### src/rtl/vend_pkg.sv
// Shared constants for the vending controller.
// State encoding and coin unit values.
package vend_pkg;

  localparam logic [1:0] ST_IDLE   = 2'd0;
  localparam logic [1:0] ST_CREDIT = 2'd1;
  localparam logic [1:0] ST_VEND   = 2'd2;
  localparam logic [1:0] ST_CHANGE = 2'd3;

  localparam int unsigned COIN5_UNITS  = 1;
  localparam int unsigned COIN10_UNITS = 2;

endpackage

### src/rtl/vend_timeout_ctr.sv
// Idle-cycle counter for the CREDIT auto-refund.
// Only built when VEND_TIMEOUT_EN is defined.
module vend_timeout_ctr #(
  parameter int TIMEOUT_CYC = 255
) (
  input  logic clk,
  input  logic rst,
  input  logic clr,
  input  logic en,
  output logic expired
);

  localparam int CW = $clog2(TIMEOUT_CYC + 1);
  localparam logic [CW-1:0] LIMIT = CW'(TIMEOUT_CYC);

  logic [CW-1:0] cnt;

  assign expired = (cnt == LIMIT);

  // count idle cycles, saturating at the limit
  always_ff @(posedge clk) begin
    if (rst || clr)
      cnt <= '0;
    else if (en && !expired)
      cnt <= cnt + 1'b1;
  end

endmodule

### src/rtl/vend_controller.sv
// Coin-operated vending controller: credit, vend, change.
// Optional CREDIT auto-refund when VEND_TIMEOUT_EN is defined.
module vend_controller
  import vend_pkg::*;
#(
  parameter int PRICE_A     = 3,
  parameter int PRICE_B     = 4,
  parameter int CREDIT_W    = 5,
  parameter int TIMEOUT_CYC = 255
) (
  input  logic                clk,
  input  logic                rst,
  input  logic                coin_5,
  input  logic                coin_10,
  input  logic                sel_valid,
  input  logic                sel_id,
  input  logic                cancel,
  output logic                dispense_valid,
  output logic                dispense_id,
  input  logic                dispense_ready,
  output logic                change_valid,
  input  logic                change_ready,
  output logic [CREDIT_W-1:0] credit,
  output logic                coin_reject,
  output logic                sel_reject
);

  localparam logic [CREDIT_W:0] MAX_C = {1'b0, {CREDIT_W{1'b1}}};
  localparam logic [CREDIT_W-1:0] PA = CREDIT_W'(PRICE_A);
  localparam logic [CREDIT_W-1:0] PB = CREDIT_W'(PRICE_B);

  logic [1:0]          state, nxt_state;
  logic [CREDIT_W-1:0] cr_q, nxt_cr, base, price;
  logic                id_q, nxt_id;
  logic [CREDIT_W:0]   coin_add, sum;
  logic                coin_any, coin_ok, tmo, activity;

  assign coin_any = coin_5 | coin_10;
  assign activity = coin_any | sel_valid | cancel;
  assign price    = sel_id ? PB : PA;
  assign sum      = {1'b0, cr_q} + coin_add;
  assign coin_ok  = coin_any && sum <= MAX_C &&
                    (state == ST_IDLE || state == ST_CREDIT);

`ifdef VEND_TIMEOUT_EN
  vend_timeout_ctr #(.TIMEOUT_CYC(TIMEOUT_CYC)) u_tmo (
    .clk     (clk),
    .rst     (rst),
    .clr     (state != ST_CREDIT || activity),
    .en      (state == ST_CREDIT),
    .expired (tmo)
  );
`else
  logic unused_tmo;
  assign unused_tmo = ^TIMEOUT_CYC;
  assign tmo = 1'b0;
`endif

  // coin value of this cycle's inserts
  always_comb begin
    coin_add = '0;
    if (coin_5)  coin_add = coin_add + (CREDIT_W+1)'(COIN5_UNITS);
    if (coin_10) coin_add = coin_add + (CREDIT_W+1)'(COIN10_UNITS);
  end

  // next-state, credit and reject decode
  always_comb begin
    nxt_state   = state;
    nxt_cr      = cr_q;
    nxt_id      = id_q;
    base        = cr_q;
    sel_reject  = 1'b0;
    coin_reject = coin_any && !coin_ok;
    unique case (state)
      ST_IDLE: begin
        sel_reject = sel_valid;
        if (coin_ok) begin
          nxt_cr    = sum[CREDIT_W-1:0];
          nxt_state = ST_CREDIT;
        end
      end
      ST_CREDIT: begin
        if (cancel) begin
          sel_reject = sel_valid;
          nxt_state  = ST_CHANGE;
        end else if (sel_valid) begin
          if (cr_q >= price) begin
            base      = cr_q - price;
            nxt_id    = sel_id;
            nxt_state = ST_VEND;
          end else begin
            sel_reject = 1'b1;
          end
        end else if (tmo) begin
          nxt_state = ST_CHANGE;
        end
        nxt_cr = coin_ok ? base + coin_add[CREDIT_W-1:0] : base;
      end
      ST_VEND: begin
        sel_reject = sel_valid;
        if (dispense_ready)
          nxt_state = (cr_q != '0) ? ST_CHANGE : ST_IDLE;
      end
      default: begin
        sel_reject = sel_valid;
        if (cr_q == '0) begin
          nxt_state = ST_IDLE;
        end else if (change_ready) begin
          nxt_cr = cr_q - 1'b1;
          if (cr_q == CREDIT_W'(1))
            nxt_state = ST_IDLE;
        end
      end
    endcase
  end

  // state, credit and product registers
  always_ff @(posedge clk) begin
    if (rst) begin
      state <= ST_IDLE;
      cr_q  <= '0;
      id_q  <= 1'b0;
    end else begin
      state <= nxt_state;
      cr_q  <= nxt_cr;
      id_q  <= nxt_id;
    end
  end

  assign credit         = cr_q;
  assign dispense_id    = id_q;
  assign dispense_valid = (state == ST_VEND);
  assign change_valid   = (state == ST_CHANGE) && (cr_q != '0);

endmodule

### config.mk
export PLATFORM = sky130hd
export DESIGN_NAME = vend_controller
export DESIGN_NICKNAME = d
export VERILOG_FILES = /design/src/rtl/vend_pkg.sv /design/src/rtl/vend_timeout_ctr.sv /design/src/rtl/vend_controller.sv
export SDC_FILE = /design/constraint.sdc
export NUM_CORES = 1
export LEC_CHECK = 0
export BUFFER_PORTS_ARGS = -buffer_cell sky130_fd_sc_hd__clkbuf_2
export CAP_MARGIN = 0
export CORE_UTILIZATION = 60
export CTS_CLUSTER_SIZE = 25
export DETAILED_ROUTE_END_ITERATION = 16
export PLACE_DENSITY = 0.95
export RECOVER_POWER = 100
export SYNTH_ARGS = -nofsm -noshare
export SYNTH_HDL_FRONTEND = slang
export SYNTH_SLANG_ARGS = --single-unit
### constraint.sdc
create_clock -name clk -period 5 [get_ports clk]
set_input_delay 0.75 -clock clk [delete_from_list [all_inputs] [get_ports clk]]
set_output_delay 0.75 -clock clk [all_outputs]
set_load 0.02 [all_outputs]
==> summary.txt, run 1 <==
Routing
  • Vias: 1169
  • Detailed-router iteration count before antenna repair: 4
  • WL/cell: 15.8 µm
  • Via count normalized by instance count: 6.32
  • Initial DRC count: 53
  • ANT nets after route: 0
  • Total DRC errors in the routed layout: 0
  • Final WL: 2920 µm

Finish
  • Syn-to-layout area delta: 7.64%
  • Most frequent cells in the layout: 16 x sky130_fd_sc_hd__nor2_1, 13 x sky130_fd_sc_hd__a21oi_1, 11 x sky130_fd_sc_hd__clkbuf_1
  • Final layout net count: 183
  • Fraction of layout cells with a size suffix above 1: 0.106
  • Fillers: 169
  • Commonest non-fill, non-tap cell in the layout: sky130_fd_sc_hd__nor2_1
  • Post-route design area: 1180 µm²
  • Antenna diode count: 0

Timing
  • Final min period: 3.67 ns
  • Setup violation total in the final timing report: 0
  • Total count of hold-check failures in the final report: 0
  • Number of slew-limit violations in the final report: 0
  • Post-route worst hold slack: 0.548 ns
  • Worst slew margin relative to its limit: 0.581
  • Pin slew with the least headroom to its limit: 0.627 ns
  • Post-route clock skew: 0.0146 ns
  • Max Freq: 272 MHz
  • Unrepaired setup endpoints after global routing: false
  • Ratio of final minimum period to clock period: 0.734
  • Total Neg Setup Slack: 0 ns

Clock network
  • Number of clock sinks seen by CTS: 8
  • Number of clock buffers inserted by TritonCTS: 3
  • Clock edge transition at the registers on the reported setup and hold paths: 0.08 ns
  • Clock tree from TritonCTS: built
  • Maximum number of buffers from clock root to sink: 2
  • Post-CTS repair timing setup buffer count: 0
  • CTS H-Tree Depth: 1
  • Hold Buf Count CTS: 0
  • Clock insertion delay at the later pin of the skew report: 0.28 ns
  • Post-CTS Resized: 0
  • Root buffer selected by CTS: sky130_fd_sc_hd__clkbuf_4

Logic synthesis
  • Portion of netlist area occupied by mux cells: 0.0182
  • Dominant combinational cell family by area after synthesis: compound AO/OA/AOI/OAI gates
  • Synthesized net count: 167
  • Number of different library cells in the post-synthesis netlist: 48
  • Synthesized-area fraction occupied by adder cells: 0.157
  • Post-Synthesis Cells: 146
  • Synthesized-area fraction occupied by and/or/nand/nor cells: 0.247
  • YS warnings: 0
  • Post-synthesis xor/xnor area fraction: 0.0399
  • Avg Inst Size Synth: 7.52 µm²
  • Area fraction in compound gates after synthesis: 0.320
  • Area of the mapped netlist: 1100 µm²
  • Flip-flop and latch count after synthesis: 8
  • Sequential area share after synthesis: 0.146

GRT
  • All-Layer GR Usage: 0.333
  • Aggregate global routing overflow: 0
  • Pin count of the biggest net entering global routing: 20
  • Initial antenna violation count: 0
  • Via count of the first global-routing pass: 1066
  • Global-route wire length before repair: 4800 µm

Power
  • Clock network fraction of total power: 0.088
  • Worst ir drop on vdd: 0.385 mV
  • Reported net switching power: 0.364 mW
  • P_leak: 0.512 nW
  • Proportion of power drawn by combinational gates: 0.682
  • Ratio of total power to cell area: 560 nW/µm²
  • Power share of the sequential group: 0.230
  • Fraction of power spent switching nets: 0.550
  • Internal power consumption: 0.297 mW

Min path
  • Number of stages on the worst hold path: 2
  • Worst Hold Launch: dispense_id
  • Tightest Hold Check Type: reg -> reg
  • Endpoint, Worst Hold: dispense_id

Floorplan
  • Row count: 15
  • Core ar.: 1730 µm²
  • DIE AREA: 2000 µm²
  • Starting utilization of the core area: 0.636
  • Top-Level Pins: 19
  • Die Span Y: 44.8 µm
  • Overall die width: 44.8 µm

Critical path
  • CP startpoint kind: input pin
  • Largest fanout of any net on the critical path: 7
  • Arrival time worst endpoint: 3.85 ns
  • Reg2Reg Launch Point: credit[0]
  • Depth of the most critical reg-to-reg path: 14
  • Worst R2R Setup Slack: 1.55 ns
  • Critical path required time: 5.18 ns
  • Category of the worst setup path capture point: flop
  • Crit Path Category: in -> reg
  • Critical register-to-register path endpoint: credit[1]

Placed design
  • HPWL after detailed placement: 2210 µm
  • Cell area after placement: 1180 µm²
  • Total of buffers placed on input and output ports: 18
  • Final weighted congestion in routability-driven placement: 0.973

Run
  • Maximum Capacitance Violations: 0

Run status
  • Run status: completed
[critical path: stages]
cell	delay, ns
sky130_fd_sc_hd__clkbuf_1	0.14
sky130_fd_sc_hd__inv_1	0.11
sky130_fd_sc_hd__ha_1	0.41
sky130_fd_sc_hd__nor4_1	0.09
sky130_fd_sc_hd__or2_0	0.26
sky130_fd_sc_hd__nor2_1	0.36
sky130_fd_sc_hd__nor2_1	0.11
sky130_fd_sc_hd__a21oi_1	0.16
sky130_fd_sc_hd__ha_1	0.19
sky130_fd_sc_hd__inv_1	0.05
sky130_fd_sc_hd__fa_1	0.47
sky130_fd_sc_hd__nor2_1	0.04
sky130_fd_sc_hd__a221oi_1	0.36
sky130_fd_sc_hd__a21oi_1	0.08
sky130_fd_sc_hd__o221a_2	0.27
[routing by layer]
metal  track usage  vias up  wire [µm]
met5             0        -          0
met4         0.103        0         52
met3        0.0720        8        261
met2         0.562       63       1420
met1         0.425      532       1190
li1              -      566          -
[metrics by stage]
step            util  setup slack [ns]  power (mW)  instances
4_1_cts        0.696              1.54       0.664        185
3_3_place_gp   0.683              1.42       0.581        182
3_5_place_dp   0.683              1.27       0.602        182
5_1_grt        0.684              1.06       0.725        185
2_1_floorplan      -              1.62       0.506        146
6_report       0.684              1.33       0.661        185
[cell type report]
cell class	count	area [µm²]	area share
sequential	8	160	0.136
inverter	10	37.5	0.0318
tap	25	31.3	0.0265
timing repair buffer	18	76.3	0.0646
multi-input combinational	121	853	0.722
clock buffer	3	22.5	0.0191
[registers in the layout (all words and copies together), names as in the netlist]
| signal | flops |
|---|---|
| credit | 5 |
| dispense_id | 1 |
| state | 2 |
[logic make-up after synthesis]
logic type / count (synthesis)
buffers and inverters: 17
xor gates and xnor gates: 5
adders and majority gates: 12
DFF: 8
muxes: 2
and+or+nand+nor: 53
AOI/OAI and AO/OA: 49
[cell usage after synthesis (all sizes together)]
cell	instances	area, µm²
nor2	16	62.6
a31oi	3	18.8
a21oi	14	77.6
mux2i	2	20.0
a21boi	1	7.51
a221oi	3	26.3
xnor2	1	8.76
o311a	1	10.0
or2	1	6.26
o221a	1	11.3
nor4b	1	8.76
ha	9	113
nand3b	2	15.0
o2111ai	1	8.76
o21ai	8	40.0
a2111o	1	11.3
nand3	7	35.0
a22oi	1	7.51
or3	1	11.3
a21bo	1	10.0
a211oi	4	42.5
dfxtp	8	160
inv	10	37.5
nor3	2	10.0
nor2b	3	18.8
o21bai	1	7.51
a21o	4	30.0
nor4	1	6.26
nand2b	4	25.0
or4	1	7.51
buf	4	28.8
and2	1	8.76
a311o	1	10.0
o31a	1	8.76
o31ai	2	15.0
a22o	1	8.76
xor2	4	35.0
fa	3	60.1
nand2	10	37.5
clkbuf	3	11.3
and3	3	18.8
[power groups by stage]
stage / clock network (mW) / registers (mW) / logic [mW]
4_1_cts: 0.0574 / 0.150 / 0.457
3_5_place_dp: 0 / 0.151 / 0.450
3_3_place_gp: 0 / 0.148 / 0.433
6_report: 0.0584 / 0.152 / 0.451
5_1_grt: 0.0631 / 0.158 / 0.504
2_1_floorplan: 0 / 0.127 / 0.379
[how the worst max path moves through the flow]
stage	start	end	cells past startpoint
floorplan	sel_id	credit[4]	13
global placement	sel_id	credit[4]	14
detailed placement	sel_id	credit[1]	14
CTS	sel_id	credit[1]	15
global route	sel_id	credit[4]	15
finish	sel_id	credit[1]	15
Note: power is estimated with default switching activity, not from simulation.
==> inputs of run 2 (changes only) <==
--- a/config.mk
+++ b/config.mk
@@ -7,10 +7,11 @@
 export LEC_CHECK = 0
 export BUFFER_PORTS_ARGS = -buffer_cell sky130_fd_sc_hd__clkbuf_2
 export CAP_MARGIN = 0
-export CORE_UTILIZATION = 60
+export CORE_ASPECT_RATIO = 0.6
+export CORE_UTILIZATION = 50
 export CTS_CLUSTER_SIZE = 25
 export DETAILED_ROUTE_END_ITERATION = 16
-export PLACE_DENSITY = 0.95
+export PLACE_DENSITY = 0.85
 export RECOVER_POWER = 100
 export SYNTH_ARGS = -nofsm -noshare
 export SYNTH_HDL_FRONTEND = slang
==> constraint.sdc (replaced) <==
create_clock -name clk -period 3.35 [get_ports clk]
set_input_delay 0.5025 -clock clk [delete_from_list [all_inputs] [get_ports clk]]
set_output_delay 0.5025 -clock clk [all_outputs]
set_load 0.02 [all_outputs]
==> run 2 against run 1 <==
Die area up 19%. Power up 68%. Sequential power up 18%. Worst hold slack worse by 0.074 ns. Highest routed layer unchanged. Global-route usage down 1.1 points. Sequential share of layout area down 1.0 points.
==> summary.txt, run 2 (synthesis gave the netlist of run 1 again) <==
Finish
  • Fraction of layout cells with a size suffix above 1: 0.176 (+0.0702)
  • Commonest non-fill, non-tap cell in the layout: sky130_fd_sc_hd__nor2_1
  • Syn-to-layout area delta: 16.2%
  • Final layout net count: 193 (+5.5%)
  • Max FFs per register: 5 (unchanged)
  • Most frequent cells in the layout: 15 x sky130_fd_sc_hd__nor2_1, 13 x sky130_fd_sc_hd__a21oi_1, 10 x sky130_fd_sc_hd__nand2_1, 10 x sky130_fd_sc_hd__clkbuf_2, 10 x sky130_fd_sc_hd__clkbuf_1
  • Antenna diode count: 0 (unchanged)

Timing
  • Setup violation total in the final timing report: 0 (unchanged)
  • Worst slew margin relative to its limit: 0.559 (-0.0229)
  • Fin worst setup slack: 0.129 ns (-1.20 ns)
  • Pin slew with the least headroom to its limit: 0.661 ns (+0.0343 ns)
  • Ratio of final minimum period to clock period: 0.962
  • Max Freq: 310 MHz
  • Number of slew-limit violations in the final report: 0 (unchanged)
  • Post-route clock skew: 0.00506 ns (-0.00956 ns)
  • Total count of hold-check failures in the final report: 0 (unchanged)
  • Final min period: 3.22 ns
  • Unrepaired setup endpoints after global routing: false

Floorplan
  • Core ar.: 1950 µm² (+13%)
  • Starting utilization of the core area: 0.562 (-0.0733)
  • Row count: 12 (-3)
  • Die Span Y: 38.3 µm (-14%)
  • Overall die width: 62.5 µm (+40%)
  • Top-Level Pins: 19 (unchanged)
  • DIE AREA: 2390 µm² (+19%)

Routing
  • Final WL: 3430 µm (+17%)
  • Vias: 1254 (+7.3%)
  • WL/cell: 17.3 µm (+9.6%)
  • ANT nets after route: 0 (unchanged)
  • Detailed-router iteration count before antenna repair: 4 (unchanged)
  • Via count normalized by instance count: 6.33 (+0.23%)
  • Initial DRC count: 194 (+270%)
  • Total DRC errors in the routed layout: 0 (unchanged)

Clock network
  • Number of clock buffers inserted by TritonCTS: 3 (unchanged)
  • CTS H-Tree Depth: 1 (unchanged)
  • Clock tree from TritonCTS: built
  • Root buffer selected by CTS: sky130_fd_sc_hd__clkbuf_4
  • Number of clock sinks seen by CTS: 8 (unchanged)
  • Clock edge transition at the registers on the reported setup and hold paths: 0.07 ns (about the same)
  • Maximum number of buffers from clock root to sink: 2 (unchanged)
  • Hold Buf Count CTS: 0 (unchanged)
  • Clock insertion delay at the later pin of the skew report: 0.27 ns (about the same)

GRT
  • Via count of the first global-routing pass: 1138 (+6.8%)
  • Pin count of the biggest net entering global routing: 20 (unchanged)
  • Global-route wire length before repair: 5650 µm (+18%)
  • All-Layer GR Usage: 0.323 (-0.0106)
  • Initial antenna violation count: 0 (unchanged)
  • Aggregate global routing overflow: 0 (unchanged)

Critical path
  • Largest fanout of any net on the critical path: 6 (-1)
  • Worst R2R Setup Slack: 0.27 ns (-1.28 ns)
  • Max incr delay on CP: 0.50 ns (+0.03 ns)
  • Critical register-to-register path endpoint: credit[4]
  • CP startpoint kind: input pin
  • Critical path required time: 3.52 ns (-1.66 ns)
  • Reg2Reg Launch Point: credit[2]
  • Arrival time worst endpoint: 3.39 ns (-0.46 ns)
  • Category of the worst setup path capture point: flop
  • Depth of the most critical reg-to-reg path: 12 (-2)
  • Cell breakdown of the critical path: clkbuf_2 > inv_1 > ha_1 > or4_4 > a21oi_4 > nor2_4 > a21oi_1 > ha_1 > inv_1 > fa_1 > nand2b_1 > a21o_1 > o311a_1 > a22o_1
  • Crit Path Category: in -> reg
  • Slowest cell on crit path: sky130_fd_sc_hd__or4_4

Placed design
  • HPWL after detailed placement: 2620 µm (+19%)
  • Worst slack after detailed placement: -0.115 ns (-1.38 ns)
  • Final weighted congestion in routability-driven placement: 0.986 (+1.3%)
  • Total of buffers placed on input and output ports: 18 (unchanged)

Power
  • P_leak: 0.567 nW (+11%)
  • Reported net switching power: 0.599 mW (+65%)
  • Internal power consumption: 0.514 mW (+73%)
  • Overall power consumption: 1.11 mW (+68%)
  • Clock network fraction of total power: 0.078 (-0.010)
  • Ratio of total power to cell area: 873 nW/µm² (+56%)
  • Fraction of power spent switching nets: 0.538 (-0.0119)
  • Worst ir drop on vdd: 0.384 mV (-0.15%)
  • Power share of the sequential group: 0.161 (-0.069)
  • Proportion of power drawn by combinational gates: 0.761 (+0.079)

Min path
  • Endpoint, Worst Hold: dispense_id
  • Worst Hold Launch: rst
  • Tightest Hold Check Type: in -> reg
  • Number of stages on the worst hold path: 2 (unchanged)

Run status
  • Run status: completed

Run
  • Maximum Capacitance Violations: 0 (unchanged)
## run 2: metal layers
metal | global-route usage | routed length [µm]
met1 | 0.422 | 1410
met2 | 0.541 | 1530
met3 | 0.0506 | 406
met4 | 0.140 | 80
met5 | 0 | 0
## run 2: layout make-up
cell class,count,area [µm²]
timing repair buffer,28,148
multi-input combinational,121,872
tap,28,35.0
clock buffer,3,22.5
fill,169,677
sequential,8,160
inverter,10,37.5
## run 2: worst max-delay path, delay by kind of cell
family | cells | cell delay (ns)
compound gates | 5 | 1.03
fa+ha+maj | 3 | 0.80
simple gates | 3 | 0.78
buf+inv | 3 | 0.28
## run 2: power by group through the flow
stage	Combinational, mW	Sequential, mW	Clock (mW)
final	0.847	0.179	0.0867
after global routing	0.926	0.181	0.0939
after CTS	0.802	0.175	0.0866
after detailed placement	0.795	0.178	0
after global placement	0.760	0.174	0
after floorplan	0.565	0.189	0
## run 2: worst max path at each step
stage	start	end	slack, ns	cells after the start
global route	sel_id	credit[4]	0.02	14
detailed placement	sel_id	credit[4]	-0.12	14
floorplan	sel_id	credit[4]	0.22	13
CTS	sel_id	credit[4]	0.15	14
finish	sel_id	credit[4]	0.13	14
global placement	sel_id	credit[4]	0.05	14
## run 2: repair_timing
action / in CTS / in global routing
buffers inserted: 0 / 1
resized for setup: 0 / 3
setup endpoints to repair: 0 / 2
## run 2: per-stage QoR
stage	cells	utilization	hold WS, ns	TNS [ns]	cell area (µm²)
2_1_floorplan	146	-	0.572	0	1100
3_3_place_gp	194	0.640	0.515	0	1250
3_5_place_dp	194	0.640	0.497	-0.185	1250
4_1_cts	197	0.652	0.471	0	1270
5_1_grt	198	0.653	0.467	0	1270
6_report	198	0.653	0.474	0	1270
